File: src/rtl/mining_pkg.sv
// Shared definitions for the mining datapath: FSM phase encodings, default
// BRAM geometry and the read-side scan state enum.
package mining_pkg;

  localparam int DATA_W_DEF = 32;
  localparam int ADDR_W_DEF = 9;
  localparam int DEPTH_DEF  = 512;

  typedef enum logic [1:0] {
    ST_IDLE      = 2'b00,
    ST_SCRITTURA = 2'b01,
    ST_LETTURA   = 2'b10,
    ST_FINITO    = 2'b11
  } fase_t;

  typedef enum logic [2:0] {
    SC_IDLE,
    SC_ATT_IND,
    SC_ATT_DATO,
    SC_CONFRONTA,
    SC_FINE
  } scan_t;

endpackage

File: src/rtl/comparatore_mascherato.sv
// Masked equality comparator: bits with maschera=1 must match the pattern.
module comparatore_mascherato
  import mining_pkg::*;
#(
  parameter int DATA_W = DATA_W_DEF
) (
  input  logic [DATA_W-1:0] dato,
  input  logic [DATA_W-1:0] pattern,
  input  logic [DATA_W-1:0] maschera,
  output logic              match
);

  assign match = (((dato ^ pattern) & maschera) == '0);

endmodule

File: src/rtl/lettura_pattern.sv
// Read-phase BRAM scanner: counts masked pattern matches, paces the FSM address.
// Optional first-match capture (trovato/indice_primo) under LETTURA_PRIMO_INDICE_EN.
module lettura_pattern
  import mining_pkg::*;
#(
  parameter int DATA_W = DATA_W_DEF,
  parameter int ADDR_W = ADDR_W_DEF,
  parameter int DEPTH  = DEPTH_DEF
) (
  input  logic              clk,
  input  logic              reset,
  input  logic [1:0]        state,
  input  logic [ADDR_W-1:0] indirizzo_read,
  input  logic [DATA_W-1:0] dato_ram,
  input  logic [DATA_W-1:0] pattern,
  input  logic [DATA_W-1:0] maschera,
  output logic              avanza,
  output logic              fine_lettura,
  output logic [ADDR_W:0]   conteggio,
  output logic              valido,
  output logic              occupato
`ifdef LETTURA_PRIMO_INDICE_EN
  ,
  output logic              trovato,
  output logic [ADDR_W-1:0] indice_primo
`endif
);

  localparam logic [ADDR_W-1:0] ULTIMO = ADDR_W'(DEPTH - 1);
  localparam logic [ADDR_W:0]   UNO    = (ADDR_W + 1)'(1);

  scan_t             scan_q, scan_d;
  logic [1:0]        state_prev_q;
  logic [ADDR_W:0]   conteggio_q, conteggio_d;
  logic              valido_q, valido_d;
  logic              occupato_q, occupato_d;
  logic              match;
  logic              in_lettura;
  logic              ingresso;
  logic              in_scansione;

`ifdef LETTURA_PRIMO_INDICE_EN
  logic              trovato_q, trovato_d;
  logic [ADDR_W-1:0] indice_primo_q, indice_primo_d;
`endif

  comparatore_mascherato #(.DATA_W(DATA_W)) u_cmp (
    .dato     (dato_ram),
    .pattern  (pattern),
    .maschera (maschera),
    .match    (match)
  );

  assign in_lettura   = (state == ST_LETTURA);
  assign ingresso     = in_lettura && (state_prev_q != ST_LETTURA);
  assign in_scansione = (scan_q inside {SC_ATT_IND, SC_ATT_DATO, SC_CONFRONTA});

  always_comb begin
    scan_d       = scan_q;
    conteggio_d  = conteggio_q;
    valido_d     = valido_q;
    occupato_d   = occupato_q;
    avanza       = 1'b0;
    fine_lettura = 1'b0;
`ifdef LETTURA_PRIMO_INDICE_EN
    trovato_d      = trovato_q;
    indice_primo_d = indice_primo_q;
`endif

    unique case (scan_q)
      SC_IDLE: begin
        if (ingresso) begin
          conteggio_d = '0;
          valido_d    = 1'b0;
          occupato_d  = 1'b1;
          scan_d      = SC_ATT_IND;
`ifdef LETTURA_PRIMO_INDICE_EN
          trovato_d      = 1'b0;
          indice_primo_d = '0;
`endif
        end
      end
      SC_ATT_IND:  scan_d = SC_ATT_DATO;
      SC_ATT_DATO: scan_d = SC_CONFRONTA;
      SC_CONFRONTA: begin
        if (match) begin
          conteggio_d = conteggio_q + UNO;
`ifdef LETTURA_PRIMO_INDICE_EN
          if (!trovato_q) begin
            trovato_d      = 1'b1;
            indice_primo_d = indirizzo_read;
          end
`endif
        end
        if (indirizzo_read == ULTIMO) begin
          fine_lettura = 1'b1;
          valido_d     = 1'b1;
          occupato_d   = 1'b0;
          scan_d       = SC_FINE;
        end else begin
          avanza = 1'b1;
          scan_d = SC_ATT_IND;
        end
      end
      SC_FINE: begin
        // Result stays visible through read/done; only idle/write releases us.
        if (!state[1]) scan_d = SC_IDLE;
      end
      default: scan_d = SC_IDLE;
    endcase

    // Leaving the read phase mid-scan wins over any completion this cycle.
    if (in_scansione && !in_lettura) begin
      scan_d       = SC_IDLE;
      avanza       = 1'b0;
      fine_lettura = 1'b0;
      conteggio_d  = conteggio_q;
      valido_d     = 1'b0;
      occupato_d   = 1'b0;
`ifdef LETTURA_PRIMO_INDICE_EN
      trovato_d      = trovato_q;
      indice_primo_d = indice_primo_q;
`endif
    end
  end

  always_ff @(posedge clk or negedge reset) begin
    if (!reset) begin
      scan_q       <= SC_IDLE;
      state_prev_q <= ST_IDLE;
      conteggio_q  <= '0;
      valido_q     <= 1'b0;
      occupato_q   <= 1'b0;
`ifdef LETTURA_PRIMO_INDICE_EN
      trovato_q      <= 1'b0;
      indice_primo_q <= '0;
`endif
    end else begin
      scan_q       <= scan_d;
      state_prev_q <= state;
      conteggio_q  <= conteggio_d;
      valido_q     <= valido_d;
      occupato_q   <= occupato_d;
`ifdef LETTURA_PRIMO_INDICE_EN
      trovato_q      <= trovato_d;
      indice_primo_q <= indice_primo_d;
`endif
    end
  end

  assign conteggio = conteggio_q;
  assign valido    = valido_q;
  assign occupato  = occupato_q;
`ifdef LETTURA_PRIMO_INDICE_EN
  assign trovato      = trovato_q;
  assign indice_primo = indice_primo_q;
`endif

endmodule

File: config.mk
export PLATFORM = sky130hd
export DESIGN_NAME = lettura_pattern
export DESIGN_NICKNAME = d
export VERILOG_FILES = /design/src/rtl/mining_pkg.sv /design/src/rtl/comparatore_mascherato.sv /design/src/rtl/lettura_pattern.sv
export SDC_FILE = /design/constraint.sdc
export NUM_CORES = 1
export LEC_CHECK = 0
export ABC_AREA = 1
export CAP_MARGIN = 20
export CORE_MARGIN = 4
export CORE_UTILIZATION = 38
export DETAILED_ROUTE_END_ITERATION = 6
export HOLD_SLACK_MARGIN = 0.1
export PLACE_DENSITY = 0.93
export SLEW_MARGIN = 20
export SYNTH_ARGS = -nofsm -noshare
export SYNTH_HDL_FRONTEND = slang
export SYNTH_HIERARCHICAL = 1
export SYNTH_SLANG_ARGS = --single-unit
export TNS_END_PERCENT = 10
File: constraint.sdc
create_clock -name clk -period 2 [get_ports clk]
set_input_delay 0.6 -clock clk [delete_from_list [all_inputs] [get_ports clk]]
set_output_delay 0.6 -clock clk [all_outputs]
set_load 0.01 [all_outputs]
Yosys cells after proc, flatten, opt, wreduce, memory -nomap -nowiden
Cells that the tools add are included.
{ "totals": {"in_bits": 109, "regBits": 17, "wordCells": 54} }
{ "classes": {"muxes": 22, "n_eq_ne": 12, "n_addsub": 1, "n_bitwise": 3, "n_reduce_logical": 11} }
{ "ops": {"columns": ["cell", "count"], "rows": [
  ["$and 32x32->32", 1],
  ["$logic_not 32->1", 1],
  ["$xor 32x32->32", 1],
  ["$mux 10", 2],
  ["$pmux 10 s2", 1],
  ["$pmux 3 s5", 1],
  ["$mux 1", 12],
  ["$mux 3", 4],
  ["$add 10x1->10 const B", 1],
  ["$eq 9x9->1 const B", 1],
  ["$eq 3x2->1 const B", 2],
  ["$ne 2x2->1 const B", 3],
  ["$ne 3x3->1 const B", 2],
  ["$reduce_bool 3->1", 2],
  ["$pmux 1 s2", 2],
  ["$reduce_and 4->1", 1],
  ["$eq 3x1->1 const B", 1],
  ["$eq 3x3->1 const B", 1],
  ["$logic_not 3->1", 1],
  ["$ne 3x1->1 const B", 1],
  ["$reduce_and 3->1", 1],
  ["$eq 2x2->1 const B", 1],
  ["$logic_and 1x1->1", 2],
  ["$reduce_and 2->1", 1],
  ["3 further kinds", 3]
]} }

Longest topological paths before layout
{ "depth": {"ltp_word": 5, "ltp_mapped": 17, "mapped_depth_nobuf": 16} }

Cells and area by module
Netlist, hierarchy kept.
{ "by_module_without_submodules": {"columns": ["mod", "area_per_inst_um2", "cells_each", "seq_area_each_um2", "n_inst"], "rows": [
  ["lettura_pattern", 1072.3, 143, 425.4, 1],
  ["comparatore_mascherato", 654.4, 171, 0.0, 1]
]} }

Worst setup path before layout
OpenSTA, ideal clock, no wires.
{ "synth_path": {"path_type": "input to register", "start": "input port pattern[12]", "end": "register conteggio_q[4] (netlist: conteggio[4])", "required_time_ns": 1.882, "setup_ns": 0.118, "arrival_time_ns": 1.702, "stages": 15, "path_buffers": 1, "slack_ns": 0.179, "cell_sequence": "nor2_1 > nor2_1 > nor2_1 > nand2_1 > nor2_1 > nand2_1 > nor2_1 > nand2_1 > nand2_2 > nand2_4 > nor2_8 > inv_4 > buf_8 > nand2_2 > o21ai_2"} }
{ "synth_via": {"elab_chain_cells": 5} }
{ "synth_rtl": {"columns": ["item", "line", "source"], "rows": [
  ["from (decl)", "lettura_pattern.sv:15", "input logic [DATA_W-1:0] pattern,"],
  ["$xor 32x32->32", "comparatore_mascherato.sv:13", "assign match = (((dato ^ pattern) & maschera) == '0);"],
  ["$and 32x32->32", "comparatore_mascherato.sv:13", null],
  ["$logic_not 32->1", "comparatore_mascherato.sv:13", null],
  ["named net match", "lettura_pattern.sv:37", "logic match;"],
  ["$ne 2x2->1 (no line)", null, null],
  ["$reduce_and 4->1 (no line)", null, null],
  ["to (signal assigned)", "lettura_pattern.sv:141", "conteggio_q <= conteggio_d;"],
  ["to (decl)", "lettura_pattern.sv:34", "logic [ADDR_W:0] conteggio_q, conteggio_d;"]
]} }
The timed path passes the listed nets, and every way through them passes these cells.
A chain may end at the register's enable or synchronous reset.

Worst setup path after layout
{ "layout_path": {"start": "input port pattern[9]", "end": "register conteggio_q[9] (netlist: conteggio[9])"} }
The elaborated chain is that of the path after synthesis.

==> flow_summary.json <==
{
  "run_status": "completed",
  "seq_area_um2": 425,
  "synth_edf_count": 0,
  "antenna_found_initial": 2,
  "groute.usage.overall_pct": 23.0,
  "synth_cell_type_count": 20,
  "htreeDepth": 1,
  "synth_top_cell_area_share_pct": 25.0,
  "ys.flop_type": "dfrtp_1",
  "grt_pass1_vias": 2458,
  "max-slew-margin-rel_pct": 78.7,
  "hold_viol": 0,
  "hpwl_um": 5130,
  "ys_warn_count": 6,
  "synth.cell_area_um2": 1730,
  "dieArea_um2": 5690,
  "r2r_start": "scan_q[1]",
  "synth_cells": 314,
  "p_leak_nw": 1.76,
  "via_per_inst": 4.70,
  "gp_congestion": 0.897,
  "async_reset_ff_share_pct": 100,
  "rrSetupSlack_ns": 0.18,
  "dieWidth_um": 75.4,
  "setup_violations": 0,
  "endpoint": "conteggio[9]",
  "fin_hold_ws_ns": 0.495,
  "hold_path.class": "flip-flop to flip-flop",
  "numCtsBuffers": 3,
  "post-route-drc-count": 0,
  "fill_cells": 364,
  "use_met2_pct": 44.4,
  "syn2layout_area_growth_pct": 82.7,
  "grt_pass1_wl_um": 10300,
  "cp-startpoint": "pattern[9]",
  "io_buffers": 122,
  "fin_crit_ns": 1.97,
  "syn-num-nets": 424,
  "power_density_nw_per_um2": 499,
  "grt_max_degree": 18,
  "skew_ns": 0.00379,
  "worstSetupPathType": "input port to flip-flop",
  "ctsHoldBuffers": 0,
  "synth_area_leaders": "nand2_1 (25%), dfrtp_1 (25%), nor2_1 (16%)",
  "start_util_pct": 39.4,
  "chipHeight_um": 75.4,
  "grtUsageMet3_pct": 4.62,
  "ys_ff_latch": 17,
  "drive_above_1_share_pct": 23.0,
  "cts_tree": "yes",
  "seq_area_frac_synth_pct": 24.6,
  "cap_violations": 0,
  "core_um2": 4380,
  "multi_input_area_um2": 1190,
  "totalPowerFinal_mw": 1.57,
  "rows": 24,
  "reg2reg_to": "scan_q[2]",
  "grt_overflow_total": 0,
  "ctsLongestPathBuffers": 2,
  "crit_chain": "clkdlybuf4s15_1 > nor2_1 > nor2_1 > nor2_2 > nand2_1 > nor2_2 > nand2_2 > nor2_2 > nand2_1 > nand2_2 > nand2_4 > nor2_8 > buf_6 > nand4_1 > nand2_1",
  "drt_iter0_markers": 82,
  "clk_latency_ns": 0.25,
  "rsz0062_at_grt": "true",
  "wl_um": 6480,
  "wl_per_cell_um": 12.5,
  "reg2regPathDepth": 13,
  "arrival_ns": 2.16,
  "num_io_pins": 123,
  "synth.largest_area_cell": "nand2_1",
  "cts.clk_slew.worst_paths_ns": 0.06,
  "synthMostInstantiatedCell": "nand2_1",
  "synthTopCellsByCount": "nand2_1 (115), nor2_1 (72), inv_1 (40), nand3_1 (25), dfrtp_1 (17)",
  "required_ns": 2.19,
  "cpPeakStageDelay_ns": 0.20,
  "vias": 2445,
  "end_kind": "flip-flop",
  "grt_use_met1_pct": 24.5,
  "ir_drop_mv": 0.316,
  "busiest_layer": "met2",
  "avgSynthCellArea_um2": 5.50,
  "first_pass_iters": 4,
  "ant_nets": 0,
  "worstPathMaxFanout": 6,
  "nets": 577,
  "max_freq_mhz": 508,
  "fin_crit_sh_pct": 98.4,
  "cp_slowest_cell": "clkdlybuf4s15_1",
  "startpoint_type": "input port",
  "cts_sinks": 17,
  "tightest_slew_ns": 0.317,
  "slew_violations": 0,
  "root_buffer": "clkbuf_8"
}
## stage by stage
stage	TNS, ns	instances	worst slack, ns	area (um2)	util (%)
after floorplan	0	314	0.179	1730	-
final	0	520	0.0318	3150	71.9
after global placement	-4.79	500	-0.682	3100	70.6
after CTS	0	516	0.00840	3100	70.7
after detailed placement	-5.41	500	-0.681	3100	70.6
after global routing	-0.784	520	-0.111	3150	71.9
## worst max-delay path: cells and delay by family
| kind | cells | cell delay (ns) |
|---|---|---|
| buf+inv | 2 | 0.34 |
| simple gates | 13 | 1.21 |
## state kept, by name, indices dropped and copies added, names as in the netlist
| signal | flops |
|---|---|
| conteggio | 10 |
| occupato | 1 |
| scan_q | 3 |
| state_prev_q | 2 |
| valido | 1 |
## final cells by class
type | instances | area share, %
timing repair buffer | 149 | 39.5
multi-input combinational | 250 | 37.7
sequential | 17 | 13.5
inverter | 46 | 5.63
tap | 52 | 2.06
clock buffer | 4 | 1.43
antenna | 2 | 0.159
## power by group
group / internal, mW / switching (mW)
clock network: 0.141 / 0.108
registers: 0.385 / 0.0268
logic: 0.412 / 0.501
total: 0.938 / 0.635
## cells by family after synthesis
| group | Yosys count | synth area share [%] |
|---|---|---|
| and+or+nand+nor | 238 | 59.0 |
| buffers and inverters | 47 | 11.0 |
| DFF | 17 | 24.6 |
| AOI/OAI and AO/OA | 10 | 4.13 |
| xor gates and xnor gates | 1 | 0.507 |
| adders and majority gates | 1 | 0.725 |
## layer usage
layer / vias to the layer above / share of wire [%]
met1: 1069 / 36
met2: 88 / 54
li1: 1265 / -
met4: 0 / 3.7
met5: - / 0
met3: 23 / 6.2
## worst min-delay path by stage
stage	slack, ns	to	cells past startpoint	from
5_1_grt	0.53	occupato	2	occupato
3_5_place_dp	0.48	valido	2	valido
6_report	0.50	occupato	2	occupato
3_3_place_gp	0.46	valido	2	valido
2_1_floorplan	0.30	conteggio[0]	0	reset
4_1_cts	0.49	valido	2	valido
## layout by cell type (no fill, tap or decap)
cell and count:
nand2_1 109, nor2_1 62, dlygate4sd2_1 45, inv_1 38
clkdlybuf4s15_1 30, buf_4 26, nand3_1 22, clkbuf_2 18
dfrtp_1 17, clkdlybuf4s50_1 13, nand2_2 12, nor2_2 11
buf_2 10, nand4_1 9, inv_2 6, o21ai_2 6
dlymetal6s2s_1 6, nand2_4 4, nand3_2 3, nor2_4 3
clkbuf_8 3, diode_2 2, or2_2 2, o21ai_1 2
nor2_8 1, inv_6 1, o21bai_1 1, clkinv_1 1
o21ai_0 1, xnor2_1 1, ha_1 1, clkbuf_1 1
buf_6 1
## timing repair
action / CTS / global route
setup endpoints to repair: 12 / 13
resized for setup: 140 / 92
pin swaps: 73 / 90
buffers inserted: 12 / 3
Power figures use the tool's default switching activity.
